==> src/rtl/stopwatch_lap_timer_pkg.sv <==
// ============================================================================
// Module  : stopwatch_pkg
// Brief   : Shared state enum, digit limits and 7-segment codes for the stopwatch.
// Rev     : 1.0  initial release
// ============================================================================
`default_nettype none

package stopwatch_pkg;

  typedef enum logic [2:0] {
    ST_IDLE  = 3'd0,
    ST_RUN   = 3'd1,
    ST_PAUSE = 3'd2,
    ST_LAP   = 3'd3,
    ST_DONE  = 3'd4
  } sw_state_e;

  localparam logic [3:0] D0_MAX = 4'd9;
  localparam logic [3:0] D1_MAX = 4'd9;
  localparam logic [3:0] D2_MAX = 4'd5;

  // Segment order {g,f,e,d,c,b,a}, active-low
  localparam logic [6:0] SEG_0    = 7'b1000000;
  localparam logic [6:0] SEG_1    = 7'b1111001;
  localparam logic [6:0] SEG_2    = 7'b0100100;
  localparam logic [6:0] SEG_3    = 7'b0110000;
  localparam logic [6:0] SEG_4    = 7'b0011001;
  localparam logic [6:0] SEG_5    = 7'b0010010;
  localparam logic [6:0] SEG_6    = 7'b0000010;
  localparam logic [6:0] SEG_7    = 7'b1111000;
  localparam logic [6:0] SEG_8    = 7'b0000000;
  localparam logic [6:0] SEG_9    = 7'b0010000;
  localparam logic [6:0] SEG_DASH = 7'b0111111;

  function automatic logic [6:0] bcd_to_seg(input logic [3:0] i_d);
    logic [6:0] w_s;
    case (i_d)
      4'd0:    w_s = SEG_0;
      4'd1:    w_s = SEG_1;
      4'd2:    w_s = SEG_2;
      4'd3:    w_s = SEG_3;
      4'd4:    w_s = SEG_4;
      4'd5:    w_s = SEG_5;
      4'd6:    w_s = SEG_6;
      4'd7:    w_s = SEG_7;
      4'd8:    w_s = SEG_8;
      4'd9:    w_s = SEG_9;
      default: w_s = SEG_DASH;
    endcase
    return w_s;
  endfunction

  function automatic logic [3:0] clamp_digit(input logic [3:0] i_d, input logic [3:0] i_lim);
    return (i_d > i_lim) ? i_lim : i_d;
  endfunction

endpackage

`default_nettype wire

==> src/rtl/stopwatch_lap_timer_if.sv <==
// ============================================================================
// Module  : stopwatch_lap_timer_if
// Brief   : Button inputs and display/status outputs of the stopwatch.
// Rev     : 1.0  initial release
// ============================================================================
`default_nettype none

interface stopwatch_lap_timer_if;
  logic        start_stop;
  logic        lap;
  logic        clear;
  logic        mode_down;
  logic [15:0] preset;
  logic [15:0] time_bcd;
  logic [6:0]  seg;
  logic        dp;
  logic [3:0]  an;
  logic        running;
  logic        lap_active;
  logic        overflow;
  logic        done;

  modport master (
    output start_stop, lap, clear, mode_down, preset,
    input  time_bcd, seg, dp, an, running, lap_active, overflow, done
  );

  modport slave (
    input  start_stop, lap, clear, mode_down, preset,
    output time_bcd, seg, dp, an, running, lap_active, overflow, done
  );
endinterface

`default_nettype wire

==> src/rtl/stopwatch_lap_timer_seg7_mux.sv <==
// ============================================================================
// Module  : sw_seg7_mux
// Brief   : Free-running refresh counter driving a 4-digit multiplexed display.
// Rev     : 1.0  initial release
// ============================================================================
`default_nettype none

module sw_seg7_mux
  import stopwatch_pkg::*;
#(
  parameter int MUX_BITS = 18
) (
  input  wire logic        clk,
  input  wire logic        rst,
  input  wire logic [15:0] i_digits,
  output logic      [6:0]  o_seg,
  output logic             o_dp,
  output logic      [3:0]  o_an
);

  logic [MUX_BITS-1:0] r_refresh;
  logic [1:0]          w_sel;
  logic [3:0]          w_digit;

  always_ff @(posedge clk) begin
    if (rst) r_refresh <= '0;
    else     r_refresh <= r_refresh + 1'b1;
  end

  assign w_sel = r_refresh[MUX_BITS-1 -: 2];

  always_comb begin
    w_digit = i_digits[3:0];
    o_an    = 4'b1110;
    case (w_sel)
      2'd0: begin w_digit = i_digits[3:0];   o_an = 4'b1110; end
      2'd1: begin w_digit = i_digits[7:4];   o_an = 4'b1101; end
      2'd2: begin w_digit = i_digits[11:8];  o_an = 4'b1011; end
      default: begin w_digit = i_digits[15:12]; o_an = 4'b0111; end
    endcase
  end

  // Decimal point sits after the seconds and minutes digits (odd selects)
  assign o_dp  = ~w_sel[0];
  assign o_seg = bcd_to_seg(w_digit);

endmodule

`default_nettype wire

==> src/rtl/stopwatch_lap_timer.sv <==
// ============================================================================
// Module  : stopwatch_lap_timer
// Brief   : M:SS.t stopwatch with lap hold; count-down under STOPWATCH_COUNTDOWN_EN.
// Rev     : 1.0  initial release
// ============================================================================
`default_nettype none

module stopwatch_lap_timer
  import stopwatch_pkg::*;
#(
  parameter int CLK_HZ   = 100_000_000,
  parameter int TICK_HZ  = 10,
  parameter int MUX_BITS = 18,
  parameter int MAX_MIN  = 9
) (
  input wire logic              clk,
  input wire logic              rst,
  stopwatch_lap_timer_if.slave  bus
);

  localparam int         DIV    = CLK_HZ / TICK_HZ;
  localparam int         DIV_W  = $clog2(DIV);
  localparam logic [3:0] D3_MAX = 4'(MAX_MIN);

  sw_state_e        r_state, w_state_nxt;
  logic             r_ss_q, r_lap_q, w_ss_ev, w_lap_ev;
  logic [DIV_W-1:0] r_div;
  logic             w_counting, w_tick;
  logic [3:0]       r_d0, r_d1, r_d2, r_d3;
  logic [15:0]      w_live, r_hold;
  logic             r_overflow, r_running, r_lap_active;

  assign w_live     = {r_d3, r_d2, r_d1, r_d0};
  assign w_ss_ev    = bus.start_stop & ~r_ss_q;
  assign w_lap_ev   = bus.lap & ~r_lap_q;
  assign w_counting = (r_state == ST_RUN) || (r_state == ST_LAP);
  assign w_tick     = w_counting && (r_div == DIV_W'(DIV - 1));

`ifdef STOPWATCH_COUNTDOWN_EN
  logic        r_down, r_done;
  logic [15:0] w_preset_cl;
  logic        w_reach_zero;

  assign w_preset_cl  = {clamp_digit(bus.preset[15:12], D3_MAX),
                         clamp_digit(bus.preset[11:8],  D2_MAX),
                         clamp_digit(bus.preset[7:4],   D1_MAX),
                         clamp_digit(bus.preset[3:0],   D0_MAX)};
  assign w_reach_zero = w_tick && r_down && (w_live == 16'h0001);

  always_ff @(posedge clk) begin
    if (rst)                     r_down <= 1'b0;
    else if (r_state == ST_IDLE) r_down <= bus.mode_down;
  end
`else
  logic w_unused;
  assign w_unused = &{1'b0, bus.mode_down, bus.preset};
`endif

  always_ff @(posedge clk) begin
    if (rst) begin
      r_ss_q  <= 1'b0;
      r_lap_q <= 1'b0;
    end else begin
      r_ss_q  <= bus.start_stop;
      r_lap_q <= bus.lap;
    end
  end

  always_comb begin
    w_state_nxt = r_state;
    if (bus.clear) begin
      w_state_nxt = ST_IDLE;
    end else begin
      case (r_state)
        ST_IDLE: if (w_ss_ev) begin
`ifdef STOPWATCH_COUNTDOWN_EN
          w_state_nxt = (bus.mode_down && w_preset_cl == 16'h0000) ? ST_DONE : ST_RUN;
`else
          w_state_nxt = ST_RUN;
`endif
        end
        ST_RUN:   if (w_ss_ev) w_state_nxt = ST_PAUSE; else if (w_lap_ev) w_state_nxt = ST_LAP;
        ST_LAP:   if (w_ss_ev) w_state_nxt = ST_PAUSE; else if (w_lap_ev) w_state_nxt = ST_RUN;
        ST_PAUSE: if (w_ss_ev) w_state_nxt = ST_RUN;
        default:  w_state_nxt = r_state;
      endcase
`ifdef STOPWATCH_COUNTDOWN_EN
      // Reaching zero outranks any button event landing on the same tick
      if (w_reach_zero) w_state_nxt = ST_DONE;
`endif
    end
  end

  always_ff @(posedge clk) begin
    if (rst) begin
      r_state      <= ST_IDLE;
      r_running    <= 1'b0;
      r_lap_active <= 1'b0;
`ifdef STOPWATCH_COUNTDOWN_EN
      r_done       <= 1'b0;
`endif
    end else begin
      r_state      <= w_state_nxt;
      r_running    <= (w_state_nxt == ST_RUN) || (w_state_nxt == ST_LAP);
      r_lap_active <= (w_state_nxt == ST_LAP);
`ifdef STOPWATCH_COUNTDOWN_EN
      r_done       <= (w_state_nxt == ST_DONE);
`endif
    end
  end

  always_ff @(posedge clk) begin
    if (rst || bus.clear || r_state == ST_IDLE) r_div <= '0;
    else if (w_counting)                         r_div <= w_tick ? '0 : r_div + 1'b1;
  end

  always_ff @(posedge clk) begin
    if (rst || bus.clear) begin
      {r_d3, r_d2, r_d1, r_d0} <= 16'h0000;
      r_overflow               <= 1'b0;
    end else if (r_state == ST_IDLE) begin
`ifdef STOPWATCH_COUNTDOWN_EN
      {r_d3, r_d2, r_d1, r_d0} <= bus.mode_down ? w_preset_cl : 16'h0000;
`else
      {r_d3, r_d2, r_d1, r_d0} <= 16'h0000;
`endif
`ifdef STOPWATCH_COUNTDOWN_EN
    end else if (w_tick && r_down) begin
      r_d0 <= (r_d0 != 4'd0) ? r_d0 - 4'd1 : D0_MAX;
      if (r_d0 == 4'd0) begin
        r_d1 <= (r_d1 != 4'd0) ? r_d1 - 4'd1 : D1_MAX;
        if (r_d1 == 4'd0) begin
          r_d2 <= (r_d2 != 4'd0) ? r_d2 - 4'd1 : D2_MAX;
          if (r_d2 == 4'd0) r_d3 <= (r_d3 != 4'd0) ? r_d3 - 4'd1 : D3_MAX;
        end
      end
`endif
    end else if (w_tick) begin
      r_d0 <= (r_d0 != D0_MAX) ? r_d0 + 4'd1 : 4'd0;
      if (r_d0 == D0_MAX) begin
        r_d1 <= (r_d1 != D1_MAX) ? r_d1 + 4'd1 : 4'd0;
        if (r_d1 == D1_MAX) begin
          r_d2 <= (r_d2 != D2_MAX) ? r_d2 + 4'd1 : 4'd0;
          if (r_d2 == D2_MAX) begin
            r_d3 <= (r_d3 != D3_MAX) ? r_d3 + 4'd1 : 4'd0;
            if (r_d3 == D3_MAX) r_overflow <= 1'b1;
          end
        end
      end
    end
  end

  // Snapshot the pre-tick count on the RUN->LAP transition only
  always_ff @(posedge clk) begin
    if (rst)                                             r_hold <= 16'h0000;
    else if (r_state == ST_RUN && w_state_nxt == ST_LAP) r_hold <= w_live;
  end

  sw_seg7_mux #(
    .MUX_BITS (MUX_BITS)
  ) u_mux (
    .clk      (clk),
    .rst      (rst),
    .i_digits (r_lap_active ? r_hold : w_live),
    .o_seg    (bus.seg),
    .o_dp     (bus.dp),
    .o_an     (bus.an)
  );

  assign bus.time_bcd   = w_live;
  assign bus.running    = r_running;
  assign bus.lap_active = r_lap_active;
  assign bus.overflow   = r_overflow;
`ifdef STOPWATCH_COUNTDOWN_EN
  assign bus.done       = r_done;
`else
  assign bus.done       = 1'b0;
`endif

endmodule

`default_nettype wire
==> src/flat_wrapper.sv <==
// flat-port wrapper written by rule: the top's interface ports become plain ports
module stopwatch_lap_timer_flat import stopwatch_pkg::*;
#(
  parameter int CLK_HZ   = 100_000_000,
  parameter int TICK_HZ  = 10,
  parameter int MUX_BITS = 18,
  parameter int MAX_MIN  = 9
)
  (clk, rst, bus_start_stop, bus_lap, bus_clear, bus_mode_down, bus_preset, bus_time_bcd, bus_seg, bus_dp, bus_an, bus_running, bus_lap_active, bus_overflow, bus_done);
  stopwatch_lap_timer_if bus_i ();
  input wire logic clk;
  input wire logic rst;
  input wire logic [$bits(bus_i.start_stop)-1:0] bus_start_stop;
  input wire logic [$bits(bus_i.lap)-1:0] bus_lap;
  input wire logic [$bits(bus_i.clear)-1:0] bus_clear;
  input wire logic [$bits(bus_i.mode_down)-1:0] bus_mode_down;
  input wire logic [$bits(bus_i.preset)-1:0] bus_preset;
  output wire logic [$bits(bus_i.time_bcd)-1:0] bus_time_bcd;
  output wire logic [$bits(bus_i.seg)-1:0] bus_seg;
  output wire logic [$bits(bus_i.dp)-1:0] bus_dp;
  output wire logic [$bits(bus_i.an)-1:0] bus_an;
  output wire logic [$bits(bus_i.running)-1:0] bus_running;
  output wire logic [$bits(bus_i.lap_active)-1:0] bus_lap_active;
  output wire logic [$bits(bus_i.overflow)-1:0] bus_overflow;
  output wire logic [$bits(bus_i.done)-1:0] bus_done;
  assign bus_i.start_stop = bus_start_stop;
  assign bus_i.lap = bus_lap;
  assign bus_i.clear = bus_clear;
  assign bus_i.mode_down = bus_mode_down;
  assign bus_i.preset = bus_preset;
  assign bus_time_bcd = bus_i.time_bcd;
  assign bus_seg = bus_i.seg;
  assign bus_dp = bus_i.dp;
  assign bus_an = bus_i.an;
  assign bus_running = bus_i.running;
  assign bus_lap_active = bus_i.lap_active;
  assign bus_overflow = bus_i.overflow;
  assign bus_done = bus_i.done;
  stopwatch_lap_timer #(.CLK_HZ(CLK_HZ), .TICK_HZ(TICK_HZ), .MUX_BITS(MUX_BITS), .MAX_MIN(MAX_MIN)) u_core (.clk(clk), .rst(rst), .bus(bus_i));
endmodule
==> config.mk <==
export PLATFORM = sky130hd
export DESIGN_NAME = stopwatch_lap_timer_flat
export DESIGN_NICKNAME = d
export VERILOG_FILES = /design/src/rtl/stopwatch_lap_timer_pkg.sv /design/src/rtl/stopwatch_lap_timer_if.sv /design/src/rtl/stopwatch_lap_timer_seg7_mux.sv /design/src/rtl/stopwatch_lap_timer.sv /design/src/flat_wrapper.sv
export SDC_FILE = /design/constraint.sdc
export NUM_CORES = 1
export LEC_CHECK = 0
export ABC_AREA = 0
export CAP_MARGIN = 40
export CORE_UTILIZATION = 50
export DETAILED_ROUTE_END_ITERATION = 8
export PLACE_DENSITY_LB_ADDON = 0.08
export SETUP_SLACK_MARGIN = 0.2
export SYNTH_ARGS = -nofsm -noshare
export SYNTH_HDL_FRONTEND = slang
export SYNTH_SLANG_ARGS = --single-unit
export TNS_END_PERCENT = 100
==> constraint.sdc <==
create_clock -name clk -period 2.36 [get_ports clk]
set_input_delay 0.236 -clock clk [delete_from_list [all_inputs] [get_ports clk]]
set_output_delay 0.236 -clock clk [all_outputs]
set_load 0.03 [all_outputs]
* Word-level counts from Yosys, hierarchy flattened
Memories as Yosys holds them, arrays and structs flattened. Cells that the tools add are included.
Operators by class: mux-type cells 15, bitwise gates (word level) 6, eq/ne operators 16, add/subtract/negate cells 6, reductions and logical operators 14
Operators by type and width (count):
- adder 24 x 1 -> 24 bit (second input constant) | 1
- equality test 24 bit (second input constant) | 1
- two-way mux 24 bit | 1
- one-hot mux 4 bit (3 select lines) | 2
- adder 18 x 1 -> 18 bit (second input constant) | 1
- two-way mux 3 bit | 6
- adder 4 x 1 -> 4 bit (second input constant) | 4
- two-way mux 16 bit | 1
- two-way mux 4 bit | 4
- equality test 4 bit (second input constant) | 3
- != test 4 bit (second input constant) | 3
- equality test 3 x 2 -> 1 bit (second input constant) | 3
- one-hot mux 3 bit (3 select lines) | 1
- equality test 3 x 1 -> 1 bit (second input constant) | 2
- AND reduction 6 bit | 1
- equality test 4 x 3 -> 1 bit (second input constant) | 1
- logical OR 1 bit | 4
- != test 4 x 3 -> 1 bit (second input constant) | 1
- NOT 1 bit | 4
- AND reduction 4 bit | 1
- OR reduction 2 bit | 2
- zero test 3 bit | 1
- AND reduction 3 bit | 1
- AND 1 bit | 2
- 5 further kinds | 6
Word-level totals: output and inout bits 32, flip-flop bits (word level) 82, logic and storage cells 71, input bits 22, bits in read-only memories 112, memories kept 1
Memory list:
- (name not given) | depth 16, bits a word 7, read ports 1, clocked after Yosys merged registers in 0, write ports 0, RTL line stopwatch_lap_timer_pkg.sv:37 | case (i_d)

* Longest topological paths before layout
Gate-level depths: netlist of the first run.
depth after elaboration 8, depth in mapped cells 7, gate-level depth less buffers 6

* Cells and area by module
A second synthesis of the first run with hierarchy kept.
Unflattened totals: cell total of the unflattened synthesis 449, area, all modules 4032.6 µm²
By module, submodules not included:
- stopwatch_lap_timer | instances 1, cells an instance 325, area an instance 2955.3 µm², sequential area each 1281.2 µm²
- sw_seg7_mux | instances 1, cells an instance 124, area an instance 1077.3 µm², sequential area each 360.3 µm²

* Worst setup path before layout of the first run
OpenSTA, ideal clock, no wires.
path kind register to output, start reg u_core.u_mux.r_refresh[17], end out bus_seg[4], cell stages (with the launch flop) 8, arrival time 2591 ps, required time 2124 ps, setup slack -467 ps, cells stage by stage dfxtp_1 > buf_2 > mux4_2 > mux2i_1 > inv_1 > ha_1 > mux2_2 > a21oi_1
On the way: cells in the longest elaborated chain, start to end 3, elaborated cells between the ends (all ways) 5, classes of those cells eq/ne (2); mux (1); reduce/logical (1); memory (1)
Ends and longest elaborated chain:
- start, declared | RTL line stopwatch_lap_timer_seg7_mux.sv:21 | logic [MUX_BITS-1:0] r_refresh;
- start signal, assigned | RTL line stopwatch_lap_timer_seg7_mux.sv:27 | else r_refresh <= r_refresh + 1'b1;
- equality test 2 bit, or another cell as far along | RTL line stopwatch_lap_timer_seg7_mux.sv:35 | case (w_sel)
- one-hot mux 4 bit (3 select lines) * | RTL line stopwatch_lap_timer_seg7_mux.sv:35
- memory (16 x 7 bit) *
- end, declared | RTL line flat_wrapper.sv:19 | output wire logic [$bits(bus_i.seg)-1:0] bus_seg;
Mark *: on every way between the ends. The rest lies on a longest branch, timed or not.

* Worst setup path in the final report of the first run
start reg u_core.u_mux.r_refresh[17], end out bus_seg[3]
Same word-level chain as after synthesis.

==> impl_metrics.yaml, run 1 <==
status:
  status: "finished, violations left"
  violations: "negative setup slack"
synthesis:
  yosys.area.top_type: "dfxtp_1"
  synth-seq-area-share_pct: 41.1
  syn_inst: 445
  ys_seq_elements: 82
  ys_warn_count: 0
  synth_edf_count: 0
  syn_area_um2: 4000
  syn_area_per_cell_um2: 8.98
  synth_top_area_share_pct: 41.1
  synthArstFlopShare_pct: 0
  syn_nets: 474
  ys_types: 53
  dominantRegCellSynth: "dfxtp_1"
  synth.area.top_cells: "dfxtp_1 (41%), nor2_1 (7.4%), xor2_1 (7.2%)"
cts:
  cts_sinks: 82
  cts_tree: "built"
  clk_latency_ns: 0.36
  cts-root-buf: "clkbuf_8"
  cts_max_level: 3
  cts_buffers: 9
  clk_pin_slew_ns: 0.09
  cts_max_path_buffers: 2
final_layout:
  drive_gt1_share_pct: 29.6
  fin_area_um2: 5420
  diodes: 0
  final_common_cell: "nor2_1"
  utilization_pct: 70.1
  nFillCells: 615
  area_delta_synth_final_pct: 35.5
  nets: 571
  final_cell_mix: "nor2_1 (79), dfxtp_1 (71), buf_4 (54), xor2_1 (33), nand2_1 (30)"
global_routing:
  grt_max_degree: 37
  gr-usage-all-layers_pct: 22.9
  grt_pass1_vias: 3222
  grt_pass1_wl_mm: 15.3
  antenna_found_initial: 0
  grt-ovfl-total: 0
timing:
  setup_viol: 7
  setup_slack_ns: -0.233
  period_needed_ns: 2.59
  rsz0062_at_grt: "yes"
  max_freq_mhz: 386
  max_slew_margin_pct: 59.5
  hold_viol_final: 0
  clock_skew_ns: 0.0134
  final_max_slew_viol_count: 0
  tightest_slew_ns: 0.605
  fin_hold_ws_ns: 0.466
  timing.final.crit_share_pct: 110
  final.setup.tns_ns: -1.38
floorplanning:
  io_pins: 54
  fp.dieH_um: 91.4
  rows: 32
  die_x_um: 91.4
  core_um2: 7730
  start_util_pct: 51.7
  dieArea_um2: 8350
power:
  p_per_area_nw_per_um2: 440
  leakagePower_nw: 2.10
  ir_drop_v: 0.000310
placement:
  globalplace.congestion: 0.779
  hpwl_mm: 6.46
  port-buffer-count: 35
  placed_area_um2: 4860
critical_path:
  cp.required_ns: 2.12
  critPathArrivalTime_ns: 2.36
  rr_startpoint: "u_core.r_div[14]"
  regToRegSetupSlack_ns: 0.18
  start_kind: "flop"
  reg2reg_to: "u_core.r_d3[0]"
  end_kind: "output port"
  ff2ff_path_depth: 8
  critPathMaxFanout: 7
  worstSetupPathType: "reg2out"
routing:
  drt_first_pass_iters: 4
  wl_per_cell_um: 14.3
  vias_per_cell: 5.37
  vias: 3482
  routed_wl_mm: 9.27
  final_antenna_net_count: 0
  drcViolationCount: 0
  drt-initial-drc-count: 98
min_path:
  hold_path_class: "reg2reg"
  hold_path_startpoint: "u_core.u_mux.r_refresh[0]"
  worstHoldEndpoint: "u_core.u_mux.r_refresh[0]"
  whs_path_depth: 1
run:
  cap_violations: 0
layer usage:
| layer | global-route usage [%] | share of wire, % | wire (um) |
|---|---|---|---|
| met1 | 29.9 | 47 | 4350 |
| met2 | 37.8 | 49 | 4500 |
| met3 | 4.36 | 2.6 | 241 |
| met4 | 7.67 | 1.9 | 177 |
| met5 | 0 | 0 | 0 |
synth_stat cells, types with 2 or more instances:
| library cell | n |
|---|---|
| nor3_1 | 5 |
| buf_2 | 4 |
| o21ai_0 | 8 |
| inv_1 | 12 |
| nand3b_1 | 2 |
| o22ai_1 | 2 |
| and3_1 | 3 |
| xor2_1 | 33 |
| a31oi_1 | 3 |
| or4_1 | 5 |
| or3b_2 | 2 |
| nor2_1 | 79 |
| nor4_1 | 4 |
| a21oi_1 | 18 |
| clkbuf_1 | 10 |
| xnor2_1 | 10 |
| or2_2 | 4 |
| ha_1 | 7 |
| nand2b_1 | 8 |
| nand3_1 | 23 |
| nand4_2 | 2 |
| nand4_1 | 12 |
| nor2b_1 | 10 |
| and4_1 | 6 |
| dfxtp_1 | 82 |
| mux2i_1 | 24 |
| nand2_1 | 30 |
| or3_1 | 4 |
| nand4b_1 | 2 |
| mux4_2 | 8 |
power breakdown:
group	internal [W]	switching, W	total (W)
Clock	0.000388	0.000537	0.000925
Sequential	0.00139	0.00000502	0.00139
Combinational	0.0000246	0.0000382	0.0000629
stage by stage:
| stage | setup slack, ns | instances | total power, W |
|---|---|---|---|
| after floorplan | 0.103 | 445 | 0.00147 |
| after global placement | -0.0580 | 614 | 0.00149 |
| after detailed placement | -0.0776 | 614 | 0.00149 |
| after CTS | -0.269 | 640 | 0.00240 |
| after global routing | -0.300 | 649 | 0.00249 |
| final | -0.233 | 649 | 0.00238 |
worst max-delay path by stage:
stage                          startpoint          to  slack, ns  cells past startpoint
4_1_cts        u_core.u_mux.r_refresh[17]  bus_seg[4]      -0.27                      8
6_report       u_core.u_mux.r_refresh[17]  bus_seg[3]      -0.23                      8
5_1_grt        u_core.u_mux.r_refresh[17]  bus_seg[4]      -0.30                      7
2_1_floorplan  u_core.u_mux.r_refresh[17]  bus_seg[4]       0.10                      7
3_5_place_dp   u_core.u_mux.r_refresh[17]  bus_seg[5]      -0.08                      7
3_3_place_gp   u_core.u_mux.r_refresh[17]  bus_seg[5]      -0.06                      7
worst max-delay path, stage by stage (launching register included):
cell	delay, ns
dfxtp_4	0.42
mux4_2	0.55
mux2i_4	0.17
buf_4	0.14
buf_4	0.12
ha_4	0.20
mux2i_2	0.18
a21oi_2	0.08
buf_6	0.14
layout make-up:
cell class                 count  area [um^2]  share of cell area, %
clock buffer                   9          124                   2.29
clock inverter                 7         52.6                  0.970
multi-input combinational    334         2490                   45.9
inverter                      13         48.8                  0.901
sequential                    82         1660                   30.6
tap                          102          128                   2.36
timing repair buffer         102          917                   16.9
sequential cells by signal, summed over array words and instances (netlist names):
signal / flops
u_core.r_lap_q: 1
u_core.r_state: 3
u_core.r_hold: 16
u_core.r_d0: 4
u_core.bus.lap_active: 1
u_core.r_div: 24
u_core.r_d1: 4
u_core.r_d2: 4
u_core.r_ss_q: 1
u_core.r_d3: 4
u_core.u_mux.r_refresh: 18
u_core.bus.overflow: 1
u_core.bus.running: 1
cell families (layout without fill, tap and decap cells):
family                   count (synthesis)  count (layout)  share of synthesized area [%]
AO/OA/AOI/OAI                           37              37                           5.26
XOR/XNOR                                43              43                           9.43
adder cells (fa/ha/maj)                  7               7                           2.19
buffers and inverters                   29             131                           2.94
flip-flops                              82              82                           41.1
multiplexers                            33              33                           10.8
other                                    1               1                         0.0939
AND/OR/NAND/NOR                        213             213                           28.2
repair_timing:
item / 4_1_cts / 5_1_grt
buffers inserted: 10 / 9
gates resized for setup: 42 / 18
pin swaps: 18 / 11
hold buffers: 0 / 0
endpoints found under the setup margin: 17 / 25
Power figures use the tool's default switching activity.
==> inputs of run 2 (changes only) <==
--- a/config.mk
+++ b/config.mk
@@ -7,7 +7,7 @@
 export LEC_CHECK = 0
 export ABC_AREA = 0
 export CAP_MARGIN = 40
-export CORE_UTILIZATION = 50
+export CORE_UTILIZATION = 55
 export DETAILED_ROUTE_END_ITERATION = 8
 export PLACE_DENSITY_LB_ADDON = 0.08
 export SETUP_SLACK_MARGIN = 0.2
==> constraint.sdc (replaced) <==
create_clock -name clk -period 2.5 [get_ports clk]
set_input_delay 0.25 -clock clk [delete_from_list [all_inputs] [get_ports clk]]
set_output_delay 0.25 -clock clk [all_outputs]
set_load 0.03 [all_outputs]
==> impl_metrics.yaml, run 2 (synthesis results as in run 1) <==
critical_path:
  slowest_delay_ns: 0.55
  worstSetupPathType: "reg2out"
  worstPathCellList: "mux4_2 > mux2i_4 > inv_2 > ha_4 > mux2_4 > a21oi_4 > buf_6"
  end_kind: "output port"
  crit_buf_inv: 2
  critPathArrivalTime_ns: 2.36
  cp.required_ns: 2.25
  start_kind: "flop"
  cp_slowest_cell: "mux4_2"
  path_delay_family: "multiplexers"
  critPathMaxFanout: 7
final_layout:
  multi_input_comb_area_um2: 2420
  fin_cells: 627
  regArea_um2: 1660
  largestRegisters: "u_core.r_div (24), u_core.u_mux.r_refresh (18), u_core.r_hold (16)"
  largest_reg_flops: 24
  utilization_pct: 75.6
  drive_gt1_share_pct: 25.0
  fin_area_um2: 5220
  final_common_cell: "nor2_1"
  nFillCells: 526
  area_delta_synth_final_pct: 30.6
  nets: 555
  final_cell_mix: "nor2_1 (79), dfxtp_1 (74), buf_4 (46), xor2_1 (33), nand2_1 (29)"
  diodes: 0
  top_register: "u_core.r_div"
routing:
  vias: 3489
  drt_first_pass_iters: 5
  drt-initial-drc-count: 198
  routed_wl_mm: 9.80
  drcViolationCount: 0
  wl_per_cell_um: 15.6
  final_antenna_net_count: 0
  vias_per_cell: 5.56
cts:
  cts_max_path_buffers: 2
  cts_buffers: 9
  clk_latency_ns: 0.35
  cts_max_level: 3
  cts_tree: "built"
  clk_pin_slew_ns: 0.09
  cts-root-buf: "clkbuf_8"
  cts_sinks: 82
  cts-hold-fix-buffers: 0
floorplanning:
  start_util_pct: 57.8
  fp.dieH_um: 87.2
  io_pins: 54
  die_x_um: 87.2
  rows: 30
  core_um2: 6910
  dieArea_um2: 7610
placement:
  place_ws_ns: -0.167
  globalplace.congestion: 0.831
  hpwl_mm: 6.42
  placed_area_um2: 4800
  port-buffer-count: 35
  post-place-cells: 603
timing:
  max_slew_margin_pct: 48.9
  fin_hold_ws_ns: 0.449
  setup_viol: 6
  timing.final.crit_share_pct: 105
  tightest_slew_ns: 0.760
  setup_slack_ns: -0.113
  period_needed_ns: 2.61
  rsz0062_at_grt: "yes"
  clock_skew_ns: 0.0105
  max_freq_mhz: 383
  final_max_slew_viol_count: 0
  hold_viol_final: 0
global_routing:
  grt-ovfl-total: 0
  gr-usage-all-layers_pct: 27.2
  grt_pass1_vias: 3227
  grt_max_degree: 37
  grt_pass1_wl_mm: 15.7
  antenna_found_initial: 0
status:
  status: "finished, violations left"
  violations: "negative setup slack"
power:
  p_per_area_nw_per_um2: 457
  leakagePower_nw: 2.00
  ir_drop_v: 0.000504
run:
  cap_violations: 0
min_path:
  hold_path_class: "reg2reg"
## run 2: cell types whose count changed in the layout (fill, tap and decap cells not counted), sizes merged
cell,previous run,this run
clkinv,3,2
buf,74,58
clkbuf,9,10
bufinv,0,1
inv,15,16
clkinvlp,2,0
## run 2: cell type report
| class | count | area share (%) |
|---|---|---|
| clock inverter | 6 | 1.34 |
| tap | 96 | 2.30 |
| multi-input combinational | 334 | 46.3 |
| timing repair buffer | 86 | 14.7 |
| clock buffer | 10 | 2.64 |
| inverter | 13 | 0.935 |
| sequential | 82 | 31.7 |
## run 2: path summary, 6_finish.rpt
check | slack [ns] | to | depth (start not counted) | start
worst min register to register | 0.45 | u_core.bus.overflow | 2 | u_core.bus.overflow
worst min-delay path | 0.45 | u_core.bus.overflow | 2 | u_core.bus.overflow
worst max register to register | 0.23 | u_core.r_d3[2] | 7 | u_core.r_d0[3]
worst max-delay path | -0.11 | bus_seg[4] | 7 | u_core.u_mux.r_refresh[17]
## run 2: routing by layer
layer | track usage, % | wire length [um] | vias to the layer above
met3 | 5.40 | 359 | 18
li1 | - | - | 1703
met4 | 9.54 | 197 | 0
met1 | 35.9 | 4480 | 1677
met5 | 0 | 0 | -
met2 | 44.4 | 4770 | 91
## run 2: worst reg2reg max path, delay by kind of cell (launching register included)
family,cells,cell delay [ns]
buf+inv,2,0.34
flops,1,0.40
simple gates,4,1.34
compound gates,1,0.13
## run 2: repair_timing
item / in CTS / in global routing
endpoints found under the setup margin: 8 / 14
hold endpoints to repair: 0 / 0
pin swaps: 6 / 3
buffers inserted: 6 / 2
gates resized for setup: 38 / 13
gates cloned: 0 / 0
## run 2: power breakdown
group	switching, W	total, W	internal [W]
combinational	0.0000343	0.0000575	0.0000232
sequential	0.00000489	0.00132	0.00131
clock	0.000514	0.00101	0.000500
total	0.000553	0.00239	0.00183
## run 2: metrics by stage
| step | setup TNS (ns) | power (W) |
|---|---|---|
| 6_report | -0.520 | 0.00239 |
| 4_1_cts | -0.240 | 0.00240 |
| 3_3_place_gp | -0.178 | 0.00140 |
| 3_5_place_dp | -0.291 | 0.00141 |
| 2_1_floorplan | 0 | 0.00139 |
| 5_1_grt | -1.14 | 0.00246 |
